[config.mk]
export PLATFORM = sky130hd
export DESIGN_NAME = arb_rr_mux4_flat
export DESIGN_NICKNAME = d
export VERILOG_FILES = /design/src/rtl/arb_rr_mux4_if.sv /design/src/rtl/arb_rr_mux4.sv /design/src/flat_wrapper.sv
export SDC_FILE = /design/constraint.sdc
export NUM_CORES = 1
export LEC_CHECK = 0
export BUFFER_PORTS_ARGS = -buffer_cell sky130_fd_sc_hd__clkbuf_2
export CAP_MARGIN = 5
export CORE_UTILIZATION = 33
export CTS_CLUSTER_DIAMETER = 100
export DETAILED_ROUTE_END_ITERATION = 10
export PLACE_DENSITY = 0.67
export SLEW_MARGIN = 15
export SYNTH_ARGS = -nofsm -noshare
export SYNTH_HDL_FRONTEND = slang
export SYNTH_SLANG_ARGS = --single-unit
[constraint.sdc]
create_clock -name clk -period 3.9 [get_ports clk]
set_input_delay 0.585 -clock clk [delete_from_list [all_inputs] [get_ports clk]]
set_output_delay 0.585 -clock clk [all_outputs]
set_load 0.01 [all_outputs]
[src/rtl/arb_rr_mux4_if.sv]
// Request/data bundle between four bit sources and the round-robin mux arbiter.
interface arb_rr_mux4_if;
  logic [3:0] req;
  logic [3:0] din;
  logic [3:0] gnt;
  logic [1:0] sel;
  logic       busy;
  logic       dout;
  logic       dout_vld;

  modport master (
    output req, din,
    input  gnt, sel, busy, dout, dout_vld
  );

  modport slave (
    input  req, din,
    output gnt, sel, busy, dout, dout_vld
  );
endinterface

[src/rtl/arb_rr_mux4.sv]
// Four-source round-robin arbiter driving a registered 4:1 single-bit mux.
// Optional hold timeout compiled in with ARB_HOLD_TIMEOUT_EN.
module arb_rr_mux4 #(
  parameter int unsigned HOLD_MAX = 8
) (
  input logic         clk,
  input logic         rst,
  arb_rr_mux4_if.slave bus
);

  typedef enum logic [0:0] {IDLE = 1'b0, GRANT = 1'b1} state_t;

  state_t     state_r, state_s;
  logic [1:0] ptr_r, ptr_s;
  logic [3:0] hold_cnt_r, hold_cnt_s;
  logic [3:0] gnt_r, gnt_s;
  logic [1:0] sel_r, sel_s;
  logic       busy_r, busy_s;
  logic       dout_r, dout_vld_r;
  logic       owner_keeps_s, force_rot_s;
  logic [3:0] cand_s;
  logic [1:0] win_s;

  // First set bit of cand, scanning start, start+1, ... modulo 4.
  function automatic logic [1:0] rr_pick(input logic [3:0] cand, input logic [1:0] start);
    logic [1:0] idx;
    logic       found;
    rr_pick = start;
    found   = 1'b0;
    for (int i = 0; i < 4; i++) begin
      idx = start + 2'(i);
      if (!found && cand[idx]) begin
        rr_pick = idx;
        found   = 1'b1;
      end else begin
        found = found;
      end
    end
  endfunction

  // Candidate selection, next-state and next-grant logic.
  always_comb begin
    state_s    = state_r;
    ptr_s      = ptr_r;
    hold_cnt_s = hold_cnt_r;
    gnt_s      = gnt_r;
    sel_s      = sel_r;
    busy_s     = busy_r;

    owner_keeps_s = (state_r == GRANT) && bus.req[sel_r];
`ifdef ARB_HOLD_TIMEOUT_EN
    // The owner is excluded from the search only when someone else is waiting.
    force_rot_s = owner_keeps_s && (hold_cnt_r == 4'(HOLD_MAX - 1))
                  && ((bus.req & ~gnt_r) != 4'b0000);
    cand_s      = force_rot_s ? (bus.req & ~gnt_r) : bus.req;
`else
    force_rot_s = 1'b0;
    cand_s      = bus.req;
`endif
    win_s = rr_pick(cand_s, ptr_r);

    case (state_r)
      IDLE, GRANT: begin
        if (owner_keeps_s && !force_rot_s) begin
          hold_cnt_s = (hold_cnt_r == 4'd15) ? 4'd15 : hold_cnt_r + 4'd1;
        end else if (cand_s != 4'b0000) begin
          state_s    = GRANT;
          gnt_s      = 4'b0001 << win_s;
          sel_s      = win_s;
          busy_s     = 1'b1;
          ptr_s      = win_s + 2'd1;
          hold_cnt_s = 4'd0;
        end else begin
          state_s    = IDLE;
          gnt_s      = 4'b0000;
          busy_s     = 1'b0;
          hold_cnt_s = 4'd0;
        end
      end
      default: begin
        state_s    = IDLE;
        gnt_s      = 4'b0000;
        busy_s     = 1'b0;
        hold_cnt_s = 4'd0;
      end
    endcase
  end

  // Arbiter state, pointer and registered grant outputs.
  always_ff @(posedge clk or posedge rst) begin
    if (rst) begin
      state_r    <= IDLE;
      ptr_r      <= 2'd0;
      hold_cnt_r <= 4'd0;
      gnt_r      <= 4'b0000;
      sel_r      <= 2'd0;
      busy_r     <= 1'b0;
    end else begin
      state_r    <= state_s;
      ptr_r      <= ptr_s;
      hold_cnt_r <= hold_cnt_s;
      gnt_r      <= gnt_s;
      sel_r      <= sel_s;
      busy_r     <= busy_s;
    end
  end

  // Registered mux output, one cycle behind the grant.
  always_ff @(posedge clk or posedge rst) begin
    if (rst) begin
      dout_r     <= 1'b0;
      dout_vld_r <= 1'b0;
    end else begin
      dout_r     <= busy_r ? bus.din[sel_r] : 1'b0;
      dout_vld_r <= busy_r;
    end
  end

  assign bus.gnt      = gnt_r;
  assign bus.sel      = sel_r;
  assign bus.busy     = busy_r;
  assign bus.dout     = dout_r;
  assign bus.dout_vld = dout_vld_r;

endmodule
[src/flat_wrapper.sv]
// flat-port wrapper written by rule: the top's interface ports become plain ports
module arb_rr_mux4_flat 
#(
  parameter int unsigned HOLD_MAX = 8
)
  (clk, rst, bus_req, bus_din, bus_gnt, bus_sel, bus_busy, bus_dout, bus_dout_vld);
  arb_rr_mux4_if bus_i ();
  input logic clk;
  input logic rst;
  input wire logic [$bits(bus_i.req)-1:0] bus_req;
  input wire logic [$bits(bus_i.din)-1:0] bus_din;
  output wire logic [$bits(bus_i.gnt)-1:0] bus_gnt;
  output wire logic [$bits(bus_i.sel)-1:0] bus_sel;
  output wire logic [$bits(bus_i.busy)-1:0] bus_busy;
  output wire logic [$bits(bus_i.dout)-1:0] bus_dout;
  output wire logic [$bits(bus_i.dout_vld)-1:0] bus_dout_vld;
  assign bus_i.req = bus_req;
  assign bus_i.din = bus_din;
  assign bus_gnt = bus_i.gnt;
  assign bus_sel = bus_i.sel;
  assign bus_busy = bus_i.busy;
  assign bus_dout = bus_i.dout;
  assign bus_dout_vld = bus_i.dout_vld;
  arb_rr_mux4 #(.HOLD_MAX(HOLD_MAX)) u_core (.clk(clk), .rst(rst), .bus(bus_i));
endmodule
* Word level (Yosys, flattened, before mapping)
Index checks and enable logic that the tools add are counted.
Storage, ports and cells: bits in registers 11, bits in latches 0, RAM bits 0, bits in read-only memories 0, bits of input ports 10, output and inout bits 9, word-level logic and storage cells 47, memories kept 0
Operators by class: add/subtract/negate cells 4, multiply operators 0, div/mod/pow operators 0, order comparisons 5, eq/ne operators 0, shift-type cells 1, mux-type cells 21, bitwise logic cells 1, reductions and logical operators 9
Operators with widths (number):
- 2-bit by 3-bit less-than comparator with 1-bit output, second input constant | 5
- 1-bit binary-select mux with 2-bit select | 6
- 1-bit two-way mux | 11
- 2-bit two-way mux | 3
- 2-bit by 1-bit adder with 2-bit output, second input constant | 2
- 2-bit adder, second input constant | 2
- 1-bit logical AND | 4
- 4-bit two-way mux | 1
- 4-bit nonzero test | 1
- 1-bit by 2-bit << shifter with 4-bit output, first input constant | 1
- 1-bit logical NOT | 3
- 2-bit AND reduction | 1
- 1-bit NOT | 1

* Longest topological paths before layout
depth after elaboration 14, mapped depth 7, mapped depth without buffers 7

* Worst setup path before layout
No wires, ideal clock.
path kind input port to flip-flop, start point input port bus_req[2], end point register u_core.ptr_r[1], library setup time 0.125 ns, data arrival time 1.753 ns, data required time 3.775 ns, setup slack 2.021 ns, cell stages on the path 5, path buffers 0, cells stage by stage or3_2 > nand4b_1 > nand2_1 > ha_1 > mux2_4
Between the ends: cells in the longest elaborated chain, start to end 13, elaborated cells between the ends (all ways) 27, classes of those cells 1 x add/sub; 16 x mux; 1 x bitwise; 9 x reduce/logical
Ends and longest elaborated chain:
- start: declaration | RTL line flat_wrapper.sv:10 | input wire logic [$bits(bus_i.req)-1:0] bus_req;
- 1-bit binary-select mux with 2-bit select | RTL line arb_rr_mux4.sv:32 | if (!found && cand[idx]) begin
- 1-bit two-way mux (implied by the code) | RTL line arb_rr_mux4.sv:32
- 1-bit two-way mux | RTL line arb_rr_mux4.sv:32
- 1-bit logical NOT | RTL line arb_rr_mux4.sv:32
- 1-bit logical AND | RTL line arb_rr_mux4.sv:32
- 1-bit two-way mux | RTL line arb_rr_mux4.sv:32
- 1-bit logical NOT | RTL line arb_rr_mux4.sv:32
- 1-bit logical AND | RTL line arb_rr_mux4.sv:32
- 1-bit two-way mux | RTL line arb_rr_mux4.sv:32
- 1-bit logical NOT | RTL line arb_rr_mux4.sv:32
- 1-bit logical AND | RTL line arb_rr_mux4.sv:32
- 2-bit two-way mux (*) | RTL line arb_rr_mux4.sv:32
- named net u_core.win_s[1] | RTL line arb_rr_mux4.sv:22 | logic [1:0] win_s;
- 2-bit by 1-bit adder with 2-bit output (*) | RTL line arb_rr_mux4.sv:71 | ptr_s = win_s + 2'd1;
- end signal: assignment | RTL line arb_rr_mux4.sv:100 | ptr_r <= ptr_s;
- end: declaration | RTL line arb_rr_mux4.sv:14 | logic [1:0] ptr_r, ptr_s;
The timed path passes the listed nets; every way through them passes the cells marked *. The select of a mux whose other input is x is not followed. A chain may end at the register's enable or synchronous reset.

* Worst setup path in the final report
start point input port bus_req[3], end point register u_core.ptr_r[1]
Same word-level chain as after synthesis.

==> results.cfg <==
[layout]
layout.cell_area.non_filler_um2 = 783
syn2layout_area_growth_pct = 21.1
final_cells = 103
layout-drive-gt1-share_pct = 41.0
nFillCells = 177
n_antenna_cell = 0
fin_nets = 93

[global_routing]
grt_pass1_vias = 419
grt_max_degree = 12
antenna_found_initial = 0
grt_pass1_wl_mm = 1.84
gr-usage-met3_pct = 2.35
grt_busiest_layer = met2
gr-usage-met1_pct = 14.9
use_met2_pct = 20.8
grt_overflow = 0
track_usage_pct = 12.5

[sta]
fin_worst_skew_ns = 0.00301
fmax_mhz = 559
fin_crit_ns = 1.79
maxSlewViolCount = 0
grt_setup_unrepaired = false
fin_setup_tns_ns = 0
hold_viol = 0
setup_ws_ns = 2.11
setup_violations = 0
slew_headroom_pct = 72.2
worst_pin_slew_ns = 0.416
period_share_pct = 45.9

[place]
place_ws_ns = 1.82
dpl-instance-area_um2 = 757
port_buffers = 18
gp_congestion = 0.818
hpwl_um = 887
dpl.cell_count = 99

[setup_path]
critPathTopFamily = simple AND/OR/NAND/NOR gates
crit_chain = clkbuf_2 -> or3_2 -> nand4b_1 -> nand2_1 -> ha_1 -> mux2_4
cp_slowest_cell = or3_2
crit_fanout = 8
cpPeakStageDelay_ns = 0.45
worstPathRequired_ns = 4.06
start_kind = input pin
crit_type = input pin to flip-flop
critPathCaptureType = flip-flop
worstSetupPathDepth = 6
critPathBufInv = 1
rr_worst_depth = 5
worstPathArrival_ns = 1.95

[power]
peakVddDrop_mv = 0.238
p_leak_nw = 0.391
p_per_area_nw_per_um2 = 698

[logic_synthesis]
synth_top_area_cell = dfrtp_1
ys_async_sr_fraction_pct = 100
ys_ff_latch = 11
synthTopCellsByArea = dfrtp_1 (43%), mux2_4 (9.3%), ha_1 (7.7%)
syn_avg_cell_area_um2 = 11.3
yosys_warnings = 0
synth_nets = 71
synthCells = 57
synth_top_area_share_pct = 42.6
synthFlopType = dfrtp_1
seq_area_frac_synth_pct = 42.6
synth_edf_count = 0
syn_area_um2 = 647
yosysUniqueCellTypes = 22

[floorplanning]
placeableCoreArea_um2 = 1780
pin_count = 19
start_util_pct = 36.3
die_h_um = 46.3
die_w_um = 46.3
row_count = 15
die_area_um2 = 2140

[clock_tree]
cts_setup_buffers = 0
cts_sinks = 11
htreeDepth = 1
clkLatencyLatePin_ns = 0.27
ctsHoldBuffers = 0
cts_tree = built
root_buffer = clkbuf_4
clock_path_buffers = 2
cts_resized = 0
cts.reportedPaths.clkPinSlew_ns = 0.07
cts_buffers = 3

[routing]
vias_per_cell = 4.58
totalWireLength_mm = 1.13
drtIter0Drc = 0
drc = 0
vias = 472
ant_nets = 0
wl_per_cell_um = 11.0
drt_pre_antenna_iters = 1

[worst_hold_path]
worstHoldPathType = input pin to asynchronous set/reset pin

[flow_run]
drv_cap = 0

[status]
status = completed
[cell usage in the layout (no fill, tap or decap), types with 2 or more instances in the layout]
| cell | synthesis | final |
|---|---|---|
| o21ai_0 | 5 | 5 |
| clkbuf_2 | 0 | 18 |
| inv_1 | 3 | 3 |
| clkbuf_4 | 0 | 3 |
| nand2b_1 | 2 | 2 |
| nand2_1 | 11 | 11 |
| mux2i_1 | 2 | 2 |
| mux2_4 | 4 | 4 |
| ha_1 | 4 | 4 |
| nor2b_1 | 2 | 2 |
| dfrtp_1 | 11 | 11 |
[per-stage QoR]
stage	utilization, %	total power [mW]	hold WS [ns]
after CTS	43.9	0.554	0.284
final	43.9	0.547	0.274
after global placement	42.5	0.469	0.448
after global routing	43.9	0.595	0.289
after floorplan	-	0.401	0.437
after detailed placement	42.5	0.474	0.448
[final cells by class]
type	instances	area [um2]	area share [%]
clock buffers	4	26.3	3.35
inverters	3	11.3	1.44
multi-input cells	42	349	44.6
flip-flops and latches	11	275	35.1
well taps	25	31.3	3.99
repair buffers	18	90.1	11.5
[report_power, final]
part,leakage (nW),total [mW],switching [mW],internal (mW)
Clock,0.0150,0.0782,0.0385,0.0396
Sequential,0.129,0.201,0.0428,0.158
Combinational,0.247,0.268,0.121,0.147
[worst paths after layout]
kind	startpoint	end	slack, ns
worst max-delay path	bus_req[3]	u_core.ptr_r[1]$_DFFE_PP0P_	2.11
worst min-delay path	rst	u_core.bus.gnt[3]$_DFFE_PP0N_	0.27
worst max register to register	u_core.ptr_r[1]$_DFFE_PP0P_	u_core.ptr_r[1]$_DFFE_PP0P_	2.12
worst min register to register	u_core.bus.busy$_DFFE_PP0N_	u_core.bus.dout_vld$_DFF_PP0_	0.45
max in group asynchronous	rst	u_core.bus.sel[1]$_DFFE_PP0P_	3.33
min in group clk	u_core.bus.busy$_DFFE_PP0N_	u_core.bus.dout_vld$_DFF_PP0_	0.45
[cell families after synthesis]
family | synth area share, %
AND/OR/NAND/NOR | 20.1
multiplexers | 15.9
adder cells (fa/ha/maj) | 7.74
flip-flops | 42.6
buffers and inverters | 3.48
AO/OA/AOI/OAI | 10.2
[state kept, by name, summed over array words and instances, names as in the netlist]
name / count
u_core.ptr_r: 2
u_core.bus.busy: 1
u_core.bus.gnt: 4
u_core.bus.sel: 2
u_core.bus.dout_vld: 1
u_core.bus.dout: 1
[Yosys cell counts (all sizes together) (2+ instances only)]
cell type   n
dfrtp      11
ha          4
inv         3
mux2        4
mux2i       2
nand2      11
nand2b      3
nor2b       2
o21ai       6
[layer usage]
layer,share of wire [%],up-vias
li1,-,241
met1,47,215
met2,48,14
met3,2.8,2
met4,1.9,0
met5,0,-
(Power assumes the default switching activity.)
